`src/rtl/spi_slave_pkg.sv`:
```
// Shared types for the SPI slave APB sequencer: FSM state encoding and err_flags bit positions.
package spi_slave_pkg;

  typedef enum logic [1:0] {
    StIdle,
    StSetup,
    StAccess
  } seq_state_e;

  localparam int unsigned ErrTxUnderflow = 0;
  localparam int unsigned ErrRxOverflow  = 1;
  localparam int unsigned ErrSlverr      = 2;
  localparam int unsigned NumErr         = 3;

endpackage

```
`src/rtl/spi_slave_sync_fifo.sv`:
```
// Single-clock FIFO with flush; push and pop on a full FIFO in the same cycle both take effect.
module spi_slave_sync_fifo #(
  parameter int unsigned Width = 8,
  parameter int unsigned Depth = 2
) (
  input  logic                         clk_i,
  input  logic                         rst_ni,
  input  logic                         flush_i,
  input  logic                         push_i,
  input  logic [Width-1:0]             wdata_i,
  input  logic                         pop_i,
  output logic [Width-1:0]             rdata_o,
  output logic                         full_o,
  output logic                         empty_o,
  output logic [$clog2(Depth+1)-1:0]   count_o
);

  localparam int unsigned PtrW = $clog2(Depth);
  localparam int unsigned CntW = $clog2(Depth + 1);

  logic [Width-1:0] mem_q [Depth];
  logic [PtrW-1:0]  wr_ptr_q, rd_ptr_q;
  logic [CntW-1:0]  count_q;
  logic             do_push, do_pop;

  assign full_o  = (count_q == CntW'(Depth));
  assign empty_o = (count_q == '0);
  assign count_o = count_q;
  assign rdata_o = mem_q[rd_ptr_q];

  assign do_pop  = pop_i && !empty_o;
  assign do_push = push_i && (!full_o || do_pop);

  always_ff @(posedge clk_i or negedge rst_ni) begin
    if (!rst_ni) begin
      wr_ptr_q <= '0;
      rd_ptr_q <= '0;
      count_q  <= '0;
    end else if (flush_i) begin
      wr_ptr_q <= '0;
      rd_ptr_q <= '0;
      count_q  <= '0;
    end else begin
      if (do_push) wr_ptr_q <= wr_ptr_q + PtrW'(1);
      if (do_pop)  rd_ptr_q <= rd_ptr_q + PtrW'(1);
      count_q <= count_q + CntW'(do_push) - CntW'(do_pop);
    end
  end

  // Storage needs no reset: the head is only consumed while count_q is non-zero.
  always_ff @(posedge clk_i) begin
    if (do_push && !flush_i) mem_q[wr_ptr_q] <= wdata_i;
  end

endmodule

```
`src/rtl/spi_slave_apb_sequencer.sv`:
```
// Turns the decoded SPI command stream into single-beat APB transfers, with a write buffer
// and a read-prefetch FIFO.
module spi_slave_apb_sequencer
  import spi_slave_pkg::*;
#(
  parameter int unsigned               ADDR_WIDTH     = 12,
  parameter int unsigned               DATA_WIDTH     = 32,
  parameter int unsigned               APB_ADDR_WIDTH = 32,
  parameter logic [APB_ADDR_WIDTH-1:0] BASE_ADDR      = '0,
  parameter int unsigned               FIFO_DEPTH     = 2
) (
  input  logic                      sclk,
  input  logic                      sys_rstn,
  input  logic                      ctrl_rd_wr,
  input  logic [ADDR_WIDTH-1:0]     ctrl_addr,
  input  logic                      ctrl_addr_valid,
  input  logic [DATA_WIDTH-1:0]     ctrl_data_rx,
  input  logic                      ctrl_data_rx_valid,
  output logic [DATA_WIDTH-1:0]     ctrl_data_tx,
  input  logic                      ctrl_data_tx_ready,
  input  logic [15:0]               wrap_length,
  output logic [APB_ADDR_WIDTH-1:0] paddr,
  output logic                      pwrite,
  output logic                      psel,
  output logic                      penable,
  output logic [DATA_WIDTH-1:0]     pwdata,
  input  logic [DATA_WIDTH-1:0]     prdata,
  input  logic                      pready,
  input  logic                      pslverr,
  output logic                      busy,
  output logic [NumErr-1:0]         err_flags
);

  localparam int unsigned Bytes = DATA_WIDTH / 8;
  localparam int unsigned CntW  = $clog2(FIFO_DEPTH + 1);
  localparam int unsigned WbW   = APB_ADDR_WIDTH + DATA_WIDTH;

  function automatic logic [APB_ADDR_WIDTH-1:0] word_to_paddr(input logic [ADDR_WIDTH-1:0] start,
                                                              input logic [15:0] idx);
    logic [APB_ADDR_WIDTH-1:0] word;
    word = APB_ADDR_WIDTH'(start) + APB_ADDR_WIDTH'(idx);
    return BASE_ADDR + word * APB_ADDR_WIDTH'(Bytes);
  endfunction

  function automatic logic [15:0] next_idx(input logic [15:0] idx, input logic [15:0] wrap);
    logic [15:0] inc;
    inc = idx + 16'd1;
    return ((wrap != 16'd0) && (inc == wrap)) ? 16'd0 : inc;
  endfunction

  seq_state_e                state_q, state_d;
  logic [ADDR_WIDTH-1:0]     start_q, start_cur;
  logic [15:0]               idx_q, idx_d, idx_cur;
  logic                      mode_q, mode_cur;
  logic                      cur_wr_q, cur_wr_d;
  logic                      abort_q, abort_d;
  logic [APB_ADDR_WIDTH-1:0] rd_paddr_q, rd_paddr_d, push_paddr;
  logic [NumErr-1:0]         err_q, err_d;

  logic                      complete, pop_wr, push_rd, pop_rd, rx_take, wb_push;
  logic                      wb_full, wb_empty, rd_full, rd_empty;
  logic [CntW-1:0]           wb_count, rd_count, wb_cnt_next, rd_cnt_next;
  logic                      wr_pend, rd_ok, go;
  logic [WbW-1:0]            wb_head;
  logic [DATA_WIDTH-1:0]     rd_head;

  spi_slave_sync_fifo #(.Width(WbW), .Depth(FIFO_DEPTH)) u_wr_buf (
    .clk_i   (sclk),
    .rst_ni  (sys_rstn),
    .flush_i (1'b0),
    .push_i  (wb_push),
    .wdata_i ({push_paddr, ctrl_data_rx}),
    .pop_i   (pop_wr),
    .rdata_o (wb_head),
    .full_o  (wb_full),
    .empty_o (wb_empty),
    .count_o (wb_count)
  );

  spi_slave_sync_fifo #(.Width(DATA_WIDTH), .Depth(FIFO_DEPTH)) u_rd_fifo (
    .clk_i   (sclk),
    .rst_ni  (sys_rstn),
    .flush_i (ctrl_addr_valid),
    .push_i  (push_rd),
    .wdata_i (prdata),
    .pop_i   (pop_rd),
    .rdata_o (rd_head),
    .full_o  (rd_full),
    .empty_o (rd_empty),
    .count_o (rd_count)
  );

  // A new sequence takes effect in the cycle it is strobed.
  always_comb begin
    start_cur  = ctrl_addr_valid ? ctrl_addr : start_q;
    idx_cur    = ctrl_addr_valid ? 16'd0 : idx_q;
    mode_cur   = ctrl_addr_valid ? ctrl_rd_wr : mode_q;
    complete   = (state_q == StAccess) && pready;
    pop_wr     = complete && cur_wr_q;
    push_rd    = complete && !cur_wr_q && !abort_q && !ctrl_addr_valid;
    pop_rd     = ctrl_data_tx_ready && !rd_empty;
    rx_take    = ctrl_data_rx_valid && !mode_cur;
    // Overflow is judged on occupancy alone, independent of a same-cycle drain.
    wb_push    = rx_take && !wb_full;
    push_paddr = word_to_paddr(start_cur, idx_cur);

    idx_d = idx_cur;
    if (rx_take) idx_d = next_idx(idx_cur, wrap_length);
    else if (push_rd) idx_d = next_idx(idx_q, wrap_length);

    err_d = ctrl_addr_valid ? '0 : err_q;
    if (complete && pslverr) err_d[ErrSlverr] = 1'b1;
    if (rx_take && wb_full) err_d[ErrRxOverflow] = 1'b1;
    if (ctrl_data_tx_ready && rd_empty) err_d[ErrTxUnderflow] = 1'b1;
  end

  always_comb begin
    wb_cnt_next = wb_count + CntW'(wb_push) - CntW'(pop_wr);
    rd_cnt_next = ctrl_addr_valid ? '0 : (rd_count + CntW'(push_rd) - CntW'(pop_rd));
    wr_pend     = (wb_cnt_next != '0);
    rd_ok       = mode_cur && (rd_cnt_next < CntW'(FIFO_DEPTH));
    go          = (state_q == StIdle) || complete;

    state_d    = state_q;
    cur_wr_d   = cur_wr_q;
    rd_paddr_d = rd_paddr_q;
    abort_d    = abort_q;

    unique case (state_q)
      StIdle, StAccess: if (go) state_d = (wr_pend || rd_ok) ? StSetup : StIdle;
      StSetup:          state_d = StAccess;
      default:          state_d = StIdle;
    endcase

    // Buffered writes always take precedence over a prefetch read.
    if (go && (wr_pend || rd_ok)) begin
      cur_wr_d = wr_pend;
      if (!wr_pend) rd_paddr_d = word_to_paddr(start_cur, idx_d);
    end

    if (complete) abort_d = 1'b0;
    else if (ctrl_addr_valid && (state_q != StIdle)) abort_d = 1'b1;
  end

  always_ff @(posedge sclk or negedge sys_rstn) begin
    if (!sys_rstn) begin
      state_q    <= StIdle;
      start_q    <= '0;
      idx_q      <= '0;
      mode_q     <= 1'b0;
      cur_wr_q   <= 1'b0;
      abort_q    <= 1'b0;
      rd_paddr_q <= '0;
      err_q      <= '0;
    end else begin
      state_q    <= state_d;
      start_q    <= start_cur;
      idx_q      <= idx_d;
      mode_q     <= mode_cur;
      cur_wr_q   <= cur_wr_d;
      abort_q    <= abort_d;
      rd_paddr_q <= rd_paddr_d;
      err_q      <= err_d;
    end
  end

  // Write address/data come from the buffer head, which only moves when the transfer completes.
  assign psel         = (state_q != StIdle);
  assign penable      = (state_q == StAccess);
  assign pwrite       = psel && cur_wr_q;
  assign paddr        = !psel ? '0 : (cur_wr_q ? wb_head[WbW-1:DATA_WIDTH] : rd_paddr_q);
  assign pwdata       = pwrite ? wb_head[DATA_WIDTH-1:0] : '0;
  assign ctrl_data_tx = rd_empty ? '0 : rd_head;
  assign busy         = psel || !wb_empty;
  assign err_flags    = err_q;

endmodule

```
`config.mk`:
```
export PLATFORM = sky130hd
export DESIGN_NAME = spi_slave_apb_sequencer
export DESIGN_NICKNAME = d
export VERILOG_FILES = /design/src/rtl/spi_slave_pkg.sv /design/src/rtl/spi_slave_sync_fifo.sv /design/src/rtl/spi_slave_apb_sequencer.sv
export SDC_FILE = /design/constraint.sdc
export NUM_CORES = 1
export LEC_CHECK = 0
export BUFFER_PORTS_ARGS = -buffer_cell sky130_fd_sc_hd__clkbuf_2
export CAP_MARGIN = 40
export CORE_MARGIN = 2
export CORE_UTILIZATION = 40
export DETAILED_ROUTE_END_ITERATION = 10
export MAX_ROUTING_LAYER = met4
export PLACE_DENSITY = 0.62
export SYNTH_ARGS = -nofsm -noshare
export SYNTH_HDL_FRONTEND = slang
export SYNTH_SLANG_ARGS = --single-unit
```
`constraint.sdc`:
```
create_clock -name sclk -period 5.41 [get_ports sclk]
set_clock_uncertainty 0.2 [all_clocks]
set_input_delay 0 -clock sclk [delete_from_list [all_inputs] [get_ports sclk]]
set_output_delay 0 -clock sclk [all_outputs]
set_load 0.01 [all_outputs]
```
==> qor.yml <==
finish:
  final_cell_mix: "187 x clkbuf_2, 162 x edfxtp_1, 126 x nor2_1, 116 x dlygate4sd3_1, 88 x mux2i_1"
  area_delta_synth_final_pct: 32.90
  nets: 1535
  multi_input_area_sq_um: 5159
  fin_util_pct: 54.39
  final_layout_size_suffix_gt1_share_pct: 26.72
  final_area_sq_um: 15740
  fillers: 2504
  final_common_cell: "clkbuf_2"
  ff_latch_area_sq_um: 6405
  fin_cells: 1807
yosys:
  synth-edff-count: 162
  synth_warnings: 0
  synthFlopType: "edfxtp_1"
  syn_area_sq_um: 11840
  synth_area_per_cell_sq_um: 11.27
  ys_seq_elements: 223
  async_flop_share_pct: 27.35
  ys_types: 71
  ys_seq_area_share_pct: 53.97
  syn_inst: 1051
routing:
  drcViolationCount: 0
  routed_wl_um: 32530
  drt_iter0_markers: 747
  dr.pass1.iters: 5
  vias: 9535
  antenna_left: 0
  wl_per_cell_um: 18.00
  vias_per_cell: 5.277
cts:
  clk_pin_slew_ps: 70
  h-tree-depth: 1
  clockRootBuffer: "clkbuf_16"
  clock_sinks: 223
  numCtsBuffers: 24
  cts.path.max_buffers: 3
  clk_latency_ps: 530
  cts_tree: "done"
grt:
  grt_use_total_pct: 21.22
  antenna_found_initial: 1
  grt-ovfl-total: 0
  grt_pass1_wl_um: 50250
  grt_max_degree: 58
  first_global_vias: 9330
timing:
  finalSetupViolations: 0
  hold_viol_final: 0
  holdWs_ps: 15.11
  period_share_pct: 95.23
  finalCriticalPeriod_ps: 5152
  relSlewSlack_pct: 42.19
  report.final.slew_viol_count: 0
  fmax_ghz: 0.1941
  tightest_slew_ps: 867.2
placed_design:
  place.gp.congestion: 0.9699
  place_area_sq_um: 13600
  hpwl_um: 22550
  dp.cells: 1637
  port_buffers: 187
setup_path:
  slowest_stage: "dfrtp_2"
  cp_max_fo: 5
  crit_path_max_incr_delay_ps: 460
  critPathLaunchType: "flop"
  critPathRequiredTime_ps: 5610
  worstSetupPathType: "flop to flop"
  cp-end-kind: "flop"
  critical_path_arrival_ps: 5350
floorplanning:
  die_y_um: 176.1
  rows: 62
  pin_count: 203
  core_sq_um: 28940
  die_x_um: 176.1
  initial_utilization_pct: 40.92
  die_area_sq_um: 31000
power:
  powerDensity_nw_per_um2: 352.1
  irDropWorstVdd_v: 0.0002265
  internal-power_w: 0.003691
  pwr-share-clk_pct: 28.0
  seqPwrFrac_pct: 39.4
  combPwrFrac_pct: 32.7
  p_switching_w: 0.001850
  p_leak_nw: 6.459
  swShare_pct: 33.38
outcome:
  outcome: "finished, final reports clean"
job:
  cap_violations: 0
hold_path:
  hp-class: "input port to flop"
==> synth_stat cells, types with 4 or more instances <==
library cell / instances / area [sq um]
xnor2_1: 40 / 350.3
clkbuf_1: 41 / 153.9
nand3_1: 21 / 105.1
buf_1: 8 / 30.03
a21boi_0: 4 / 30.03
a211o_1: 5 / 43.79
nor3_1: 21 / 105.1
o31a_1: 5 / 43.79
a211oi_1: 22 / 165.2
o31ai_1: 6 / 45.04
nor4_1: 12 / 75.07
nor2b_1: 23 / 143.9
dfrtp_1: 61 / 1526
or4_1: 4 / 30.03
and4_1: 7 / 61.31
buf_4: 17 / 127.6
inv_1: 31 / 116.4
mux2_2: 14 / 157.7
a31oi_1: 10 / 62.56
mux2i_1: 89 / 890.9
xor2_1: 24 / 210.2
o2bb2ai_1: 4 / 35.03
a21oi_1: 25 / 125.1
nand4_1: 13 / 81.33
nand2b_1: 13 / 81.33
and3_1: 7 / 43.79
and2_1: 10 / 62.56
edfxtp_1: 162 / 4865
buf_2: 16 / 80.08
nor2_1: 129 / 484.2
ha_1: 30 / 375.4
o22ai_1: 11 / 68.82
o21ai_0: 38 / 190.2
o21a_1: 6 / 45.04
nand2_1: 55 / 206.5
a21o_1: 8 / 60.06
==> logic make-up (layout without fill, tap and decap cells) <==
group,after synthesis,count (layout),share of synthesized area [%]
AOI/OAI and AO/OA,179,179,10.41
xor gates and xnor gates,65,65,4.924
adders and majority gates,31,31,3.339
buffers and inverters,113,470,4.290
DFF,223,223,53.97
muxes,104,104,8.950
other,1,16,0.03167
and+or+nand+nor,335,335,14.08
==> what timing repair did <==
action                                  in CTS  in global routing
endpoints found under the setup margin       3                  7
hold endpoints to repair                   237                  0
resized for setup                           13                 33
gates cloned                                 0                  0
buffers inserted                             3                  6
hold buffers                               116                  0
pin swaps                                    2                 13
==> flip-flops by register name, summed over array words and instances (netlist names) <==
register and count:
u_wr_buf.mem_q 98, u_rd_fifo.mem_q 64, rd_paddr_q 17, idx_q 16, start_q 12, err_flags 3, state_q 2, u_rd_fifo.count_o 2
u_wr_buf.count_o 2, abort_q 1, cur_wr_q 1, mode_q 1, u_rd_fifo.rd_ptr_q 1, u_rd_fifo.wr_ptr_q 1, u_wr_buf.rd_ptr_q 1, u_wr_buf.wr_ptr_q 1
==> path summary, 6_finish.rpt <==
path | from | end | slack, ps | cells after the start
hold / removal | prdata[18] | u_rd_fifo.mem_q[1][18]$_DFFE_PP_ | 20 | 2
max in group asynchronous | sys_rstn | u_wr_buf.rd_ptr_q$_DFFE_PN0P_ | 4220 | 5
min in group asynchronous | sys_rstn | idx_q[6]$_DFF_PN0_ | 240 | 4
setup reg to reg | idx_q[0]$_DFF_PN0_ | rd_paddr_q[14]$_DFFE_PN0P_ | 260 | 26
hold reg to reg | rd_paddr_q[7]$_DFFE_PN0P_ | rd_paddr_q[7]$_DFFE_PN0P_ | 280 | 2
setup / recovery | idx_q[0]$_DFF_PN0_ | rd_paddr_q[14]$_DFFE_PN0P_ | 260 | 26
==> area by class of cell <==
| type | instances | area share, % |
|---|---|---|
| diodes | 1 | 0.01590 |
| clock buffers | 31 | 4.047 |
| clock inverters | 13 | 0.6917 |
| inverters | 31 | 0.7394 |
| multi-input cells | 729 | 32.78 |
| flip-flops and latches | 223 | 40.70 |
| well taps | 384 | 3.053 |
| repair buffers | 395 | 17.98 |
==> power groups by stage <==
stage	Sequential [W]	Clock, W	Combinational [W]
3_5_place_dp	0.00222	0	0.00173
6_report	0.00218	0.00155	0.00181
3_3_place_gp	0.00224	0	0.00167
4_1_cts	0.00218	0.00158	0.00182
2_1_floorplan	0.00215	0	0.00113
5_1_grt	0.00221	0.00165	0.00200
==> per-layer routing <==
metal  part of all wire [%]  track usage (%)  vias up
met1                     45            28.50     4574
met2                     47            34.38      365
li1                       -                -     4529
met3                    6.0            2.476       67
met5                      0                -        -
met4                    2.4            5.544        0
==> stage by stage <==
stage                     setup WS, ps  power [W]  setup TNS, ps
after CTS                        22.99   0.005583              0
after detailed placement        -164.0   0.003949         -274.0
final                            257.8   0.005541              0
after global placement          -132.9   0.003906         -233.1
after global routing            -60.72   0.005859         -78.67
after floorplan                  66.88   0.003280              0
==> critical path, delay by kind of cell, from the launching register on <==
| family | cells | cell delay [ps] |
|---|---|---|
| adders and majority gates | 2 | 400 |
| and+or+nand+nor | 6 | 830 |
| DFF | 1 | 460 |
| xor gates and xnor gates | 1 | 60 |
| buffers and inverters | 5 | 590 |
| AOI/OAI and AO/OA | 10 | 2060 |
| muxes | 2 | 440 |
(Power assumes the default switching activity.)
